<file path="src/rtl/la_pkg.sv">
// la_pkg: shared state encoding and trigger combine-mode constants for the capture core
package la_pkg;
   typedef enum logic [2:0] {
      IDLE = 3'd0,
      PRE  = 3'd1,
      WAIT = 3'd2,
      POST = 3'd3,
      DONE = 3'd4
   } la_state_e;

   localparam logic COMB_AND = 1'b0;
   localparam logic COMB_OR  = 1'b1;
endpackage

</file>
<file path="src/rtl/la_sample_ram.sv">
// la_sample_ram: simple dual-port sample buffer, synchronous write, registered read
module la_sample_ram #(
   parameter int DATA_W = 8,
   parameter int DEPTH  = 256,
   parameter int AW     = $clog2(DEPTH)
) (
   input  logic              clk,
   input  logic              rst,
   input  logic              we_i,
   input  logic [AW-1:0]     waddr_i,
   input  logic [DATA_W-1:0] wdata_i,
   input  logic              re_i,
   input  logic [AW-1:0]     raddr_i,
   output logic [DATA_W-1:0] rdata_o
);
   logic [DATA_W-1:0] mem_q [DEPTH];
   logic [DATA_W-1:0] rdata_q;

   always_ff @(posedge clk)
      if (we_i) mem_q[waddr_i] <= wdata_i;

   // only the read register is reset; the array itself is not
   always_ff @(posedge clk or posedge rst)
      if (rst) rdata_q <= '0;
      else if (re_i) rdata_q <= mem_q[raddr_i];

   assign rdata_o = rdata_q;
endmodule

</file>
<file path="src/rtl/la_capture.sv">
// la_capture: logic-analyzer capture core with masked level/edge trigger and pre-trigger window
module la_capture
   import la_pkg::*;
#(
   parameter int DATA_W = 8,
   parameter int TRIG_W = 4,
   parameter int DEPTH  = 256,
   parameter int AW     = $clog2(DEPTH)
) (
   input  logic              clk,
   input  logic              rst,
   input  logic [DATA_W-1:0] data_i,
   input  logic [TRIG_W-1:0] trig_i,
   input  logic              arm,
   input  logic              abort,
   input  logic [TRIG_W-1:0] cfg_mask,
   input  logic [TRIG_W-1:0] cfg_value,
   input  logic [TRIG_W-1:0] cfg_edge,
   input  logic              cfg_or,
   input  logic [AW-1:0]     cfg_pretrig,
   output logic [2:0]        state_o,
   output logic              done_o,
   output logic [AW-1:0]     trig_pos_o,
   input  logic              rd_en,
   input  logic [AW-1:0]     rd_addr,
   output logic [DATA_W-1:0] rd_data,
   output logic              rd_valid
);
   localparam logic [AW-1:0] ONE = AW'(1);

   la_state_e         state_q;
   logic              done_q, or_q, rd_valid_q;
   logic [AW-1:0]     wr_ptr_q, cnt_q, trig_pos_q, pretrig_q;
   logic [TRIG_W-1:0] mask_q, value_q, edge_q, prev_q;
   logic [TRIG_W-1:0] match;
   logic [AW-1:0]     post_len;
   logic              hit, capturing, rd_ok;

   // edge channels additionally need the previous sample to differ from the target
   assign match     = ~(trig_i ^ value_q) & (~edge_q | (prev_q ^ value_q));
   assign hit       = (mask_q == '0) || (or_q == COMB_OR ? |(mask_q & match) : &(match | ~mask_q));
   assign post_len  = ~pretrig_q;
   assign capturing = state_q == PRE || state_q == WAIT || state_q == POST;
   assign rd_ok     = rd_en && state_q == DONE;

   always_ff @(posedge clk or posedge rst)
      if (rst) begin
         state_q    <= IDLE;
         done_q     <= 1'b0;
         or_q       <= 1'b0;
         rd_valid_q <= 1'b0;
         wr_ptr_q   <= '0;
         cnt_q      <= '0;
         trig_pos_q <= '0;
         pretrig_q  <= '0;
         mask_q     <= '0;
         value_q    <= '0;
         edge_q     <= '0;
         prev_q     <= '0;
      end else begin
         prev_q     <= trig_i;
         rd_valid_q <= rd_ok;
         if (abort) begin
            state_q <= IDLE;
            done_q  <= 1'b0;
         end else if (arm && (state_q == IDLE || state_q == DONE)) begin
            mask_q    <= cfg_mask;
            value_q   <= cfg_value;
            edge_q    <= cfg_edge;
            or_q      <= cfg_or;
            pretrig_q <= cfg_pretrig;
            wr_ptr_q  <= '0;
            cnt_q     <= '0;
            done_q    <= 1'b0;
            state_q   <= cfg_pretrig != '0 ? PRE : WAIT;
         end else begin
            if (capturing) wr_ptr_q <= wr_ptr_q + ONE;
            case (state_q)
               PRE:
                  if (cnt_q == pretrig_q - ONE) begin
                     cnt_q   <= '0;
                     state_q <= WAIT;
                  end else cnt_q <= cnt_q + ONE;
               WAIT:
                  if (hit) begin
                     trig_pos_q <= wr_ptr_q;
                     cnt_q      <= '0;
                     state_q    <= post_len == '0 ? DONE : POST;
                     done_q     <= post_len == '0;
                  end
               POST:
                  if (cnt_q == post_len - ONE) begin
                     state_q <= DONE;
                     done_q  <= 1'b1;
                  end else cnt_q <= cnt_q + ONE;
               default: ;
            endcase
         end
      end

   la_sample_ram #(.DATA_W(DATA_W), .DEPTH(DEPTH), .AW(AW)) u_ram (
      .clk    (clk),
      .rst    (rst),
      .we_i   (capturing),
      .waddr_i(wr_ptr_q),
      .wdata_i(data_i),
      .re_i   (rd_ok),
      .raddr_i(trig_pos_q - pretrig_q + rd_addr),
      .rdata_o(rd_data)
   );

   assign state_o    = state_q;
   assign done_o     = done_q;
   assign trig_pos_o = trig_pos_q;
   assign rd_valid   = rd_valid_q;
endmodule

</file>
<file path="config.mk">
export PLATFORM = sky130hd
export DESIGN_NAME = la_capture
export DESIGN_NICKNAME = d
export VERILOG_FILES = /design/src/rtl/la_pkg.sv /design/src/rtl/la_sample_ram.sv /design/src/rtl/la_capture.sv
export SDC_FILE = /design/constraint.sdc
export NUM_CORES = 2
export LEC_CHECK = 0
export ABC_AREA = 1
export CAP_MARGIN = 10
export CELL_PAD_IN_SITES_DETAIL_PLACEMENT = 0
export CELL_PAD_IN_SITES_GLOBAL_PLACEMENT = 1
export CORE_MARGIN = 5
export CORE_UTILIZATION = 30
export DETAILED_ROUTE_END_ITERATION = 6
export DONT_BUFFER_PORTS = 1
export GPL_ROUTABILITY_DRIVEN = 0
export HOLD_SLACK_MARGIN = 0.06
export PLACE_DENSITY = 0.59
export SKIP_LAST_GASP = 1
export SLEW_MARGIN = 20
export SYNTH_ARGS = -nofsm -noshare
export SYNTH_HDL_FRONTEND = slang
export SYNTH_HIERARCHICAL = 1
export SYNTH_SLANG_ARGS = --single-unit
</file>
<file path="constraint.sdc">
create_clock -name clk -period 4.35 [get_ports clk]
set_input_delay 1.0875 -clock clk [delete_from_list [all_inputs] [get_ports clk]]
set_output_delay 1.0875 -clock clk [all_outputs]
set_load 0.01 [all_outputs]
</file>
==> Flow_metrics.wiki <==
{| class="wikitable"
! Metric !! Value
|-
| Cell total after placement || 11260
|-
| Final nets || 7671
|-
| Ratio of routed vias to standard cells || 4.964
|-
| Tmin final || 4.111 ns
|-
| Non-Filler Instances || 11680
|-
| Slew Limit Fails || 0
|-
| Syn Std Cell Area || 87150 um2
|-
| Data arrival time of the critical path || 4.85 ns
|-
| Number of storage elements in the synthesis netlist || 2110
|-
| Max-slew headroom || 12.88%
|-
| Data required time of the worst path || 5.09 ns
|-
| Tcrit/Tclk final || 94.50%
|-
| Die height || 549.0 um
|-
| Resized cells post-CTS || 0
|-
| Dominant register cell in the synthesized netlist || sky130_fd_sc_hd__edfxtp_1
|-
| Num CTS Buffers || 224
|-
| Total of warnings raised by yosys || 6
|-
| Fin Clk Skew || 0.05402 ns
|-
| Netlist cell types || 39
|-
| Status || completed
|-
| Unrepaired setup endpoints after global routing || no
|-
| Synth Net Count || 7598
|-
| Largest net degree at the start of global routing || 257
|-
| Worst setup path category || register to register
|-
| Number of buffer cells added on primary ports || 0
|-
| Final Hold Viols || 0
|-
| Clk_lat worst skew || 0.87 ns
|-
| Root Driver || sky130_fd_sc_hd__clkbuf_16
|-
| CTS Hold Buffers Added || 0
|-
| Register area share after synthesis || 72.35%
|-
| Effective utilization at floorplan || 30.19%
|-
| First-pass GRT wire length || 389.8 mm
|-
| Die ar. || 301400 um2
|-
| Number of buffers on the longest clock path || 3
|-
| Number of I/O pins || 67
|-
| Gr ovfl total || 0
|-
| HPWL after DPL || 157.8 mm
|-
| Max frequency || 0.2433 GHz
|-
| Count of unresolved DRC violations after routing || 0
|-
| Routed WL || 267.7 mm
|-
| DR pass1 iterations || 6
|-
| Antenna violations before repair || 17
|-
| Gate count after technology mapping || 7533
|-
| Type of origin of the critical path || register
|-
| Core Rows || 197
|-
| Maximum level of the CTS H-tree || 4
|-
| Clock Sink Count || 2110
|-
| Transition time of the tightest slew-check pin || 1.307 ns
|-
| Number of flops mapped to enable cells by yosys || 2048
|-
| Final antenna-violating net count || 0
|-
| Top fanout value on the critical path || 63
|-
| Area growth from synthesis to layout || 15.72%
|-
| Hold WC Path Type || input port to async pin
|-
| Final setup viols || 0
|-
| Number of setup buffers added after CTS || 0
|-
| Kind of capture point of the worst setup path || register
|-
| Synthesized area per cell || 11.57 um2
|-
| Async set-reset flop share out of synthesis || 2.938%
|-
| Average routed wire per standard cell || 22.91 um
|-
| Number of global-route vias before repair || 55630
|-
| Overall track demand over capacity in global routing || 17.30%
|-
| Area taken by flip-flops and latches || 63050 um2
|-
| Ratio of cells with drive above 1 in the final layout || 9.040%
|-
| Final-layout setup total negative slack || 0 ns
|-
| Clock tree from TritonCTS || done
|-
| Initial DRC Count || 5595
|-
| Count of maximum capacitance violations || 0
|-
| Die Width || 549.0 um
|-
| Clock slew at the register clock pins of the worst setup and hold paths || 0.06 ns
|-
| Total core area || 288600 um2
|-
| Routed vias || 58000
|-
| Area occupied by multi-input gates || 21280 um2
|-
| Layout filler cell count || 28390
|}
## cell usage in the layout (no fill, tap or decap), types with 9 or more instances in the layout
| master | instances |
|---|---|
| sky130_fd_sc_hd__nand3_1 | 2073 |
| sky130_fd_sc_hd__buf_4 | 243 |
| sky130_fd_sc_hd__bufinv_16 | 22 |
| sky130_fd_sc_hd__ha_1 | 11 |
| sky130_fd_sc_hd__a21oi_1 | 10 |
| sky130_fd_sc_hd__clkinvlp_4 | 9 |
| sky130_fd_sc_hd__clkinv_1 | 56 |
| sky130_fd_sc_hd__o21ai_0 | 36 |
| sky130_fd_sc_hd__inv_1 | 112 |
| sky130_fd_sc_hd__buf_12 | 100 |
| sky130_fd_sc_hd__clkbuf_16 | 228 |
| sky130_fd_sc_hd__clkbuf_1 | 49 |
| sky130_fd_sc_hd__nand2_2 | 13 |
| sky130_fd_sc_hd__dfrtp_1 | 62 |
| sky130_fd_sc_hd__clkinv_2 | 38 |
| sky130_fd_sc_hd__nor2_1 | 322 |
| sky130_fd_sc_hd__nand2_1 | 2269 |
| sky130_fd_sc_hd__edfxtp_1 | 2048 |
## Yosys cell counts, types with 7 or more instances
cell type / n / area share, %
sky130_fd_sc_hd__nand2_1: 2281 / 9.8
sky130_fd_sc_hd__nand3_1: 2073 / 12
sky130_fd_sc_hd__edfxtp_1: 2048 / 71
sky130_fd_sc_hd__nor2_1: 322 / 1.4
sky130_fd_sc_hd__buf_2: 255 / 1.5
sky130_fd_sc_hd__clkbuf_1: 130 / 0.56
sky130_fd_sc_hd__inv_1: 116 / 0.50
sky130_fd_sc_hd__dfrtp_1: 62 / 1.8
sky130_fd_sc_hd__buf_1: 52 / 0.22
sky130_fd_sc_hd__buf_4: 39 / 0.34
sky130_fd_sc_hd__o21ai_0: 36 / 0.21
sky130_fd_sc_hd__buf_6: 18 / 0.23
sky130_fd_sc_hd__ha_1: 12 / 0.17
sky130_fd_sc_hd__xor2_1: 12 / 0.12
sky130_fd_sc_hd__a21oi_1: 10 / 0.057
sky130_fd_sc_hd__fa_1: 7 / 0.16
sky130_fd_sc_hd__xnor2_1: 7 / 0.070
## state kept, by name, summed over array words and instances (netlist names)
signal         flops
wr_ptr_q           8
u_ram/mem_q     2048
done_o             1
trig_pos_o         8
edge_q             4
cnt_q              8
prev_q             4
state_o            3
or_q               1
mask_q             4
pretrig_q          8
rd_valid           1
u_ram/rdata_o      8
value_q            4
## metrics by stage
stage / setup slack, ns / hold slack (ns) / cell area, um2 / util (%)
floorplan: 0.6191 / 0.4637 / 87150 / -
global placement: -0.2548 / 0.4834 / 93500 / 32.40
detailed placement: -0.2752 / 0.4857 / 93510 / 32.40
CTS: 0.2515 / 0.09412 / 100800 / 34.93
global route: 0.1354 / 0.1165 / 100800 / 34.94
finish: 0.2393 / 0.1613 / 100800 / 34.94
## kinds of logic after synthesis
| logic type | synth area share [%] |
|---|---|
| buf+inv | 3.368 |
| xor+xnor | 0.1910 |
| compound gates | 0.3417 |
| flops | 72.35 |
| simple gates | 23.42 |
| fa+ha+maj | 0.3331 |
## layer usage
layer | part of all wire [%] | global-route usage (%) | up-vias
met5 | 0 | 0 | -
met4 | 2.6 | 4.706 | 0
met3 | 6.4 | 3.116 | 354
met2 | 46 | 27.52 | 1838
met1 | 45 | 24.37 | 29100
li1 | - | - | 26710
## worst max-delay path, stage by stage (launching register included)
cell and delay (ns):
sky130_fd_sc_hd__dfrtp_1 0.57, sky130_fd_sc_hd__fa_1 0.53, sky130_fd_sc_hd__fa_1 0.70, sky130_fd_sc_hd__inv_8 0.10
sky130_fd_sc_hd__inv_8 0.20, sky130_fd_sc_hd__buf_4 0.20, sky130_fd_sc_hd__buf_12 0.29, sky130_fd_sc_hd__nand3_1 0.14
sky130_fd_sc_hd__nand3_1 0.10, sky130_fd_sc_hd__nand3_1 0.15, sky130_fd_sc_hd__nand3_1 0.11, sky130_fd_sc_hd__nand3_1 0.19
sky130_fd_sc_hd__nand3_1 0.25, sky130_fd_sc_hd__nand3_1 0.22, sky130_fd_sc_hd__nand3_1 0.12, sky130_fd_sc_hd__nand2_1 0.06
## area by class of cell
cell class	instances	share of cell area (%)
multi-input cells	4805	21.10
well taps	3880	4.814
flip-flops and latches	2110	62.52
repair buffers	343	3.794
clock buffers	280	5.881
diodes	5	0.01241
clock inverters	139	1.380
inverters	122	0.4951
## worst paths after layout
kind	startpoint	end	slack [ns]	cells past startpoint
setup / recovery	pretrig_q[1]	u_ram/rdata_o[4]	0.24	15
hold / removal	rst	u_ram/rdata_o[3]	0.16	1
setup reg to reg	pretrig_q[1]	u_ram/rdata_o[4]	0.24	15
hold reg to reg	value_q[3]	value_q[3]	0.50	2
max in group asynchronous	rst	prev_q[3]	3.36	2
min in group clk	trig_i[2]	prev_q[2]	0.25	0
Power is left out: the tool's default activity adds up to more than one toggle a clock period on the data nets, which glitch-free logic cannot reach.
